### src/rtl/console_seq_if.sv
// rtl/console_seq_if.sv - front panel, decoder handshake and datapath control bundle for console_seq
// step_mode exists only when CONSOLE_SEQ_SINGLE_STEP_EN is defined.
interface console_seq_if #(
    parameter int NREG = 4
);
    localparam int SELW = $clog2(NREG);

    logic            qd;
    logic            swc;
    logic            swb;
    logic            swa;
    logic            short_req;
    logic            long_req;
    logic            halt_req;
`ifdef CONSOLE_SEQ_SINGLE_STEP_EN
    logic            step_mode;
`endif
    logic            w1;
    logic            w2;
    logic            w3;
    logic            st0;
    logic            run_en;
    logic [SELW-1:0] sel;
    logic            sbus;
    logic            mbus;
    logic            lar;
    logic            arinc;
    logic            memw;
    logic            drw;
    logic            lpc;
    logic            selctl;
    logic            stop;

    modport master (
        input  qd, swc, swb, swa, short_req, long_req, halt_req,
`ifdef CONSOLE_SEQ_SINGLE_STEP_EN
        input  step_mode,
`endif
        output w1, w2, w3, st0, run_en, sel,
        output sbus, mbus, lar, arinc, memw, drw, lpc, selctl, stop
    );

    modport slave (
        output qd, swc, swb, swa, short_req, long_req, halt_req,
`ifdef CONSOLE_SEQ_SINGLE_STEP_EN
        output step_mode,
`endif
        input  w1, w2, w3, st0, run_en, sel,
        input  sbus, mbus, lar, arinc, memw, drw, lpc, selctl, stop
    );
endinterface

### src/rtl/console_seq.sv
// rtl/console_seq.sv - console mode and W1/W2/W3 beat sequencer for the teaching CPU
// Optional single-step run mode: define CONSOLE_SEQ_SINGLE_STEP_EN.
module console_seq #(
    parameter int NREG = 4
) (
    input logic          clk,
    input logic          clr,
    console_seq_if.master bus
);
    localparam int SELW = $clog2(NREG);

    localparam logic [2:0] M_RUN  = 3'b000;
    localparam logic [2:0] M_MEMW = 3'b001;
    localparam logic [2:0] M_MEMR = 3'b010;
    localparam logic [2:0] M_REGR = 3'b011;
    localparam logic [2:0] M_REGW = 3'b100;

    typedef enum logic [1:0] {
        S_HALT = 2'd0,
        S_W1   = 2'd1,
        S_W2   = 2'd2,
        S_W3   = 2'd3
    } state_t;

    state_t          state;
    state_t          state_nx;
    logic [2:0]      msw;
    logic            st0;
    logic [SELW-1:0] ridx;
    logic [SELW-1:0] ridx_inc;
    logic [2:0]      sw;
    logic            sw_ok;
    logic            start;
    logic            run_op;
    logic            step_end;
    logic            step_halt;
    logic            halt_ask;

    assign sw       = {bus.swc, bus.swb, bus.swa};
    assign sw_ok    = (sw <= M_REGW);
    assign start    = (state == S_HALT) && bus.qd && sw_ok;
    assign run_op   = (msw == M_RUN) && st0;
    assign ridx_inc = (ridx == SELW'(NREG - 1)) ? '0 : ridx + 1'b1;

`ifdef CONSOLE_SEQ_SINGLE_STEP_EN
    assign halt_ask = bus.halt_req || bus.step_mode;
`else
    assign halt_ask = bus.halt_req;
`endif

    // Console steps and the run setup step always stop; only operating run
    // steps defer to the decoder.
    assign step_halt = run_op ? halt_ask : 1'b1;

    always_ff @(posedge clk) begin
        if (clr) begin
            state <= S_HALT;
        end else begin
            state <= state_nx;
        end
    end

    always_comb begin
        state_nx = state;
        step_end = 1'b0;
        case (state)
            S_HALT: if (start) state_nx = S_W1;
            S_W1: begin
                if (!run_op || bus.short_req) step_end = 1'b1;
                else                          state_nx = S_W2;
            end
            S_W2: begin
                if (bus.long_req) state_nx = S_W3;
                else              step_end = 1'b1;
            end
            S_W3:    step_end = 1'b1;
            default: state_nx = S_HALT;
        endcase
        if (step_end) state_nx = step_halt ? S_HALT : S_W1;
    end

    always_ff @(posedge clk) begin
        if (clr) begin
            msw  <= M_RUN;
            st0  <= 1'b0;
            ridx <= '0;
        end else if (start) begin
            msw <= sw;
            if (sw != msw) begin
                st0  <= 1'b0;
                ridx <= '0;
            end
        end else if (step_end) begin
            // Register modes walk the file; memory and run modes leave setup.
            if (msw == M_REGW || msw == M_REGR) ridx <= ridx_inc;
            else                                st0  <= 1'b1;
        end
    end

    always_comb begin
        bus.w1     = 1'b0;
        bus.w2     = 1'b0;
        bus.w3     = 1'b0;
        bus.st0    = st0;
        bus.run_en = 1'b0;
        bus.sel    = '0;
        bus.sbus   = 1'b0;
        bus.mbus   = 1'b0;
        bus.lar    = 1'b0;
        bus.arinc  = 1'b0;
        bus.memw   = 1'b0;
        bus.drw    = 1'b0;
        bus.lpc    = 1'b0;
        bus.selctl = 1'b0;
        bus.stop   = 1'b0;
        case (state)
            S_HALT: bus.stop = 1'b1;
            S_W1: begin
                bus.w1 = 1'b1;
                case (msw)
                    M_REGW: begin
                        bus.sel    = ridx;
                        bus.sbus   = 1'b1;
                        bus.drw    = 1'b1;
                        bus.selctl = 1'b1;
                        bus.stop   = 1'b1;
                    end
                    M_REGR: begin
                        bus.sel    = ridx;
                        bus.selctl = 1'b1;
                        bus.stop   = 1'b1;
                    end
                    M_MEMR, M_MEMW: begin
                        bus.selctl = 1'b1;
                        bus.stop   = 1'b1;
                        if (!st0) begin
                            bus.sbus = 1'b1;
                            bus.lar  = 1'b1;
                        end else if (msw == M_MEMR) begin
                            bus.mbus  = 1'b1;
                            bus.arinc = 1'b1;
                        end else begin
                            bus.sbus  = 1'b1;
                            bus.memw  = 1'b1;
                            bus.arinc = 1'b1;
                        end
                    end
                    default: begin
                        if (!st0) begin
                            bus.sbus = 1'b1;
                            bus.lpc  = 1'b1;
                            bus.stop = 1'b1;
                        end else begin
                            bus.run_en = 1'b1;
                        end
                    end
                endcase
            end
            S_W2: begin
                bus.w2     = 1'b1;
                bus.run_en = run_op;
            end
            S_W3: begin
                bus.w3     = 1'b1;
                bus.run_en = run_op;
            end
            default: bus.stop = 1'b1;
        endcase
    end
endmodule

### src/flat_wrapper.sv
// flat-port wrapper written by rule: the top's interface ports become plain ports
module console_seq_flat 
#(
    parameter int NREG = 4
)
  (clk, clr, bus_qd, bus_swc, bus_swb, bus_swa, bus_short_req, bus_long_req, bus_halt_req, bus_w1, bus_w2, bus_w3, bus_st0, bus_run_en, bus_sel, bus_sbus, bus_mbus, bus_lar, bus_arinc, bus_memw, bus_drw, bus_lpc, bus_selctl, bus_stop);
  console_seq_if #(.NREG(NREG)) bus_i ();
  input logic clk;
  input logic clr;
  input wire logic [$bits(bus_i.qd)-1:0] bus_qd;
  input wire logic [$bits(bus_i.swc)-1:0] bus_swc;
  input wire logic [$bits(bus_i.swb)-1:0] bus_swb;
  input wire logic [$bits(bus_i.swa)-1:0] bus_swa;
  input wire logic [$bits(bus_i.short_req)-1:0] bus_short_req;
  input wire logic [$bits(bus_i.long_req)-1:0] bus_long_req;
  input wire logic [$bits(bus_i.halt_req)-1:0] bus_halt_req;
  output wire logic [$bits(bus_i.w1)-1:0] bus_w1;
  output wire logic [$bits(bus_i.w2)-1:0] bus_w2;
  output wire logic [$bits(bus_i.w3)-1:0] bus_w3;
  output wire logic [$bits(bus_i.st0)-1:0] bus_st0;
  output wire logic [$bits(bus_i.run_en)-1:0] bus_run_en;
  output wire logic [$bits(bus_i.sel)-1:0] bus_sel;
  output wire logic [$bits(bus_i.sbus)-1:0] bus_sbus;
  output wire logic [$bits(bus_i.mbus)-1:0] bus_mbus;
  output wire logic [$bits(bus_i.lar)-1:0] bus_lar;
  output wire logic [$bits(bus_i.arinc)-1:0] bus_arinc;
  output wire logic [$bits(bus_i.memw)-1:0] bus_memw;
  output wire logic [$bits(bus_i.drw)-1:0] bus_drw;
  output wire logic [$bits(bus_i.lpc)-1:0] bus_lpc;
  output wire logic [$bits(bus_i.selctl)-1:0] bus_selctl;
  output wire logic [$bits(bus_i.stop)-1:0] bus_stop;
  assign bus_i.qd = bus_qd;
  assign bus_i.swc = bus_swc;
  assign bus_i.swb = bus_swb;
  assign bus_i.swa = bus_swa;
  assign bus_i.short_req = bus_short_req;
  assign bus_i.long_req = bus_long_req;
  assign bus_i.halt_req = bus_halt_req;
  assign bus_w1 = bus_i.w1;
  assign bus_w2 = bus_i.w2;
  assign bus_w3 = bus_i.w3;
  assign bus_st0 = bus_i.st0;
  assign bus_run_en = bus_i.run_en;
  assign bus_sel = bus_i.sel;
  assign bus_sbus = bus_i.sbus;
  assign bus_mbus = bus_i.mbus;
  assign bus_lar = bus_i.lar;
  assign bus_arinc = bus_i.arinc;
  assign bus_memw = bus_i.memw;
  assign bus_drw = bus_i.drw;
  assign bus_lpc = bus_i.lpc;
  assign bus_selctl = bus_i.selctl;
  assign bus_stop = bus_i.stop;
  console_seq #(.NREG(NREG)) u_core (.clk(clk), .clr(clr), .bus(bus_i));
endmodule
### config.mk
export PLATFORM = sky130hd
export DESIGN_NAME = console_seq_flat
export DESIGN_NICKNAME = d
export VERILOG_FILES = /design/src/rtl/console_seq_if.sv /design/src/rtl/console_seq.sv /design/src/flat_wrapper.sv
export SDC_FILE = /design/constraint.sdc
export NUM_CORES = 1
export LEC_CHECK = 0
export BUFFER_PORTS_ARGS = -buffer_cell sky130_fd_sc_hd__buf_2
export CAP_MARGIN = 20
export CORE_MARGIN = 1
export CORE_UTILIZATION = 52
export CTS_CLUSTER_DIAMETER = 150
export CTS_CLUSTER_SIZE = 12
export DETAILED_ROUTE_END_ITERATION = 8
export PLACE_DENSITY = 0.82
export SYNTH_ARGS = -nofsm -noshare
export SYNTH_HDL_FRONTEND = slang
export SYNTH_SLANG_ARGS = --single-unit
### constraint.sdc
create_clock -name clk -period 3.29 [get_ports clk]
set_input_delay 0.329 -clock clk [delete_from_list [all_inputs] [get_ports clk]]
set_output_delay 0.329 -clock clk [all_outputs]
set_load 0.01 [all_outputs]
==> flow_summary.ini <==
[grt]
grt_util_all_layers_pct = 22.4
grt_pass1_vias = 533
grt_max_degree = 15
overflow = 0
antenna_found_initial = 0
grt_pass1_wl_um = 2320

[setup_path]
cp_slowest_cell = dfxtp_1
cp.arrival_ns = 1.77
critPathMaxStageDelay_ns = 0.37
crit_fanout = 14
worstSetupStartpointType = register
worstReg2RegEnd = u_core.state[1]
cp_cell_sequence = inv_1 > ha_1 > o31ai_1 > o22ai_1 > and3_1 > buf_2
r2r_slack_ns = 1.28
crit_buf_inv = 2
crit_family = compound AO/OA/AOI/OAI gates
path_class = reg -> out
rr_startpoint = u_core.msw[2]
critPathCaptureType = output port
critPathRequiredTime_ns = 2.96
ff2ff_path_depth = 5

[timing]
rsz0062_at_grt = false
fmax_mhz = 476
min_period_over_period_pct = 63.8
setup_tns_ns = 0
fin_ws_ns = 1.19
setup_viol_count_final = 0
hold_violations = 0
fin_crit_ns = 2.10
worst_clock_skew_ns = 0.00314
tightest_slew_ns = 0.428
slew_viol_final = 0
slew_headroom_pct = 71.5

[detailed_routing]
ant_nets = 0
wl_per_cell_um = 11.6
vias_per_cell = 5.44
vias = 718
drc = 0
drtIter0Drc = 9
firstDrtPassIters = 4
wirelength_um = 1540

[synthesis]
yosys.area.top_type = dfxtp_1
ys_top_cells_by_count = inv_1 (9), dfxtp_1 (8), nor2_1 (8)
synthFlopType = dfxtp_1
ys_warn_count = 0
synthCells = 95
synth_top_area_share_pct = 21.6
synth_cell_types = 36
synthArstFlopShare_pct = 0
synth-edff-count = 0
synth.cell_area_um2 = 741
synth.area.top_cells = dfxtp_1 (22%), ha_1 (12%), inv_1 (4.6%)
synthMostInstantiatedCell = inv_1
synth_seq_area_share_pct = 21.6
ys_ff_latch = 8
syn-num-nets = 111
avgSynthCellArea_um2 = 7.80

[clocking]
cts_tree = yes
cts.path.max_buffers = 2
cts_num_sinks = 8
cts-htree-levels = 1
cts_resized = 0
post_cts_buffers = 0
ctsRootBufferMaster = clkbuf_4
cts_inserted_buffers = 3
cts.clk_slew.worst_paths_ns = 0.05
insertion_delay_ns = 0.25
hold_buffers = 0

[floorplanning]
die_x_um = 39.7
num_io_pins = 25
die_h_um = 39.7
core_mm2 = 0.00132
die_area_mm2 = 0.00158
rows = 13
initial_utilization_pct = 56.2

[pwr]
p_leak_nw = 0.466
power.density_mw_per_mm2 = 587
vdd_drop_max_v = 0.000418

[layout]
antenna-diode-count = 0
drive_gt1_share_pct = 29.1
fin_area_um2 = 876
fin_cells = 132
syn2layout_area_growth_pct = 18.2
fill_cells = 117
fin_nets = 135

[placed_design]
gp_congestion = 0.808
place_inst = 129
place_area_um2 = 853
hpwl_um = 1200
port_buffers = 24
pre_cts_ws_ns = 1.29

[hold_path]
hold_class = in -> reg
hp-start = clr
hold_path_depth = 2
hold_end = u_core.ridx[0]

[run_status]
status = finished, final reports clean

[flow_run]
cap_violations = 0
## how the worst max path moves through the flow
stage | cells past startpoint | to | slack (ns) | startpoint
after floorplan | 6 | bus_arinc | 1.41 | u_core.state[1]
after CTS | 6 | bus_run_en | 1.19 | u_core.state[1]
final | 6 | bus_run_en | 1.19 | u_core.state[1]
after detailed placement | 5 | u_core.state[0] | 1.29 | u_core.msw[2]
after global placement | 5 | u_core.state[1] | 1.31 | u_core.msw[2]
after global routing | 6 | bus_run_en | 1.01 | u_core.state[1]
## worst reg2reg max path: cells and delay by family (launching register included)
kind             cells  cell delay (ns)
flip-flops           1             0.43
AND/OR/NAND/NOR      2             0.96
AO/OA/AOI/OAI        3             0.55
## placed cells by master, fill, tap and decap left out, types with 4 or more instances in the layout
| master | netlist | routed |
|---|---|---|
| and3_1 | 4 | 4 |
| buf_2 | 0 | 24 |
| dfxtp_1 | 8 | 8 |
| ha_1 | 7 | 7 |
| inv_1 | 9 | 9 |
| nand2_1 | 4 | 4 |
| nor2_1 | 8 | 8 |
| nor3_1 | 6 | 6 |
| o21ai_0 | 6 | 6 |
## stage by stage
step | hold WS [ns] | util, % | total power, mW
3_5_place_dp | 0.498 | 64.8 | 0.444
4_1_cts | 0.327 | 66.5 | 0.519
6_report | 0.334 | 66.5 | 0.514
5_1_grt | 0.344 | 66.5 | 0.565
2_1_floorplan | 0.398 | - | 0.370
3_3_place_gp | 0.483 | 64.8 | 0.442
## state kept, by name (all words and copies together) (netlist names)
| signal | cells |
|---|---|
| u_core.bus.st0 | 1 |
| u_core.ridx | 2 |
| u_core.state | 2 |
| u_core.msw | 3 |
## power breakdown
group / internal [mW] / switching, mW / total, mW
clock: 0.0416 / 0.0315 / 0.0731
sequential: 0.113 / 0.0271 / 0.141
combinational: 0.131 / 0.170 / 0.301
## logic make-up after synthesis
group,after synthesis,share of synthesized area (%)
compound gates,23,22.6
xor+xnor,5,5.91
fa+ha+maj,7,11.8
buf+inv,14,8.11
flops,8,21.6
mux,2,2.70
simple gates,36,27.2
## final cells by class
type	count	area (um^2)	area share, %
multi-input cells	73	520	59.4
repair buffers	24	120	13.7
inverters	9	33.8	3.86
clock buffers	3	22.5	2.57
flip-flops and latches	8	160	18.3
well taps	15	18.8	2.14
## per-layer routing
metal / up-vias / part of all wire [%] / GRT usage (%)
met1: 305 / 54 / 30.7
met4: 0 / 2.6 / 15.5
met5: - / 0 / 0
met2: 22 / 39 / 31.1
met3: 4 / 4.1 / 3.41
li1: 387 / - / -
No activity file was read; power rests on OpenSTA's default activity.
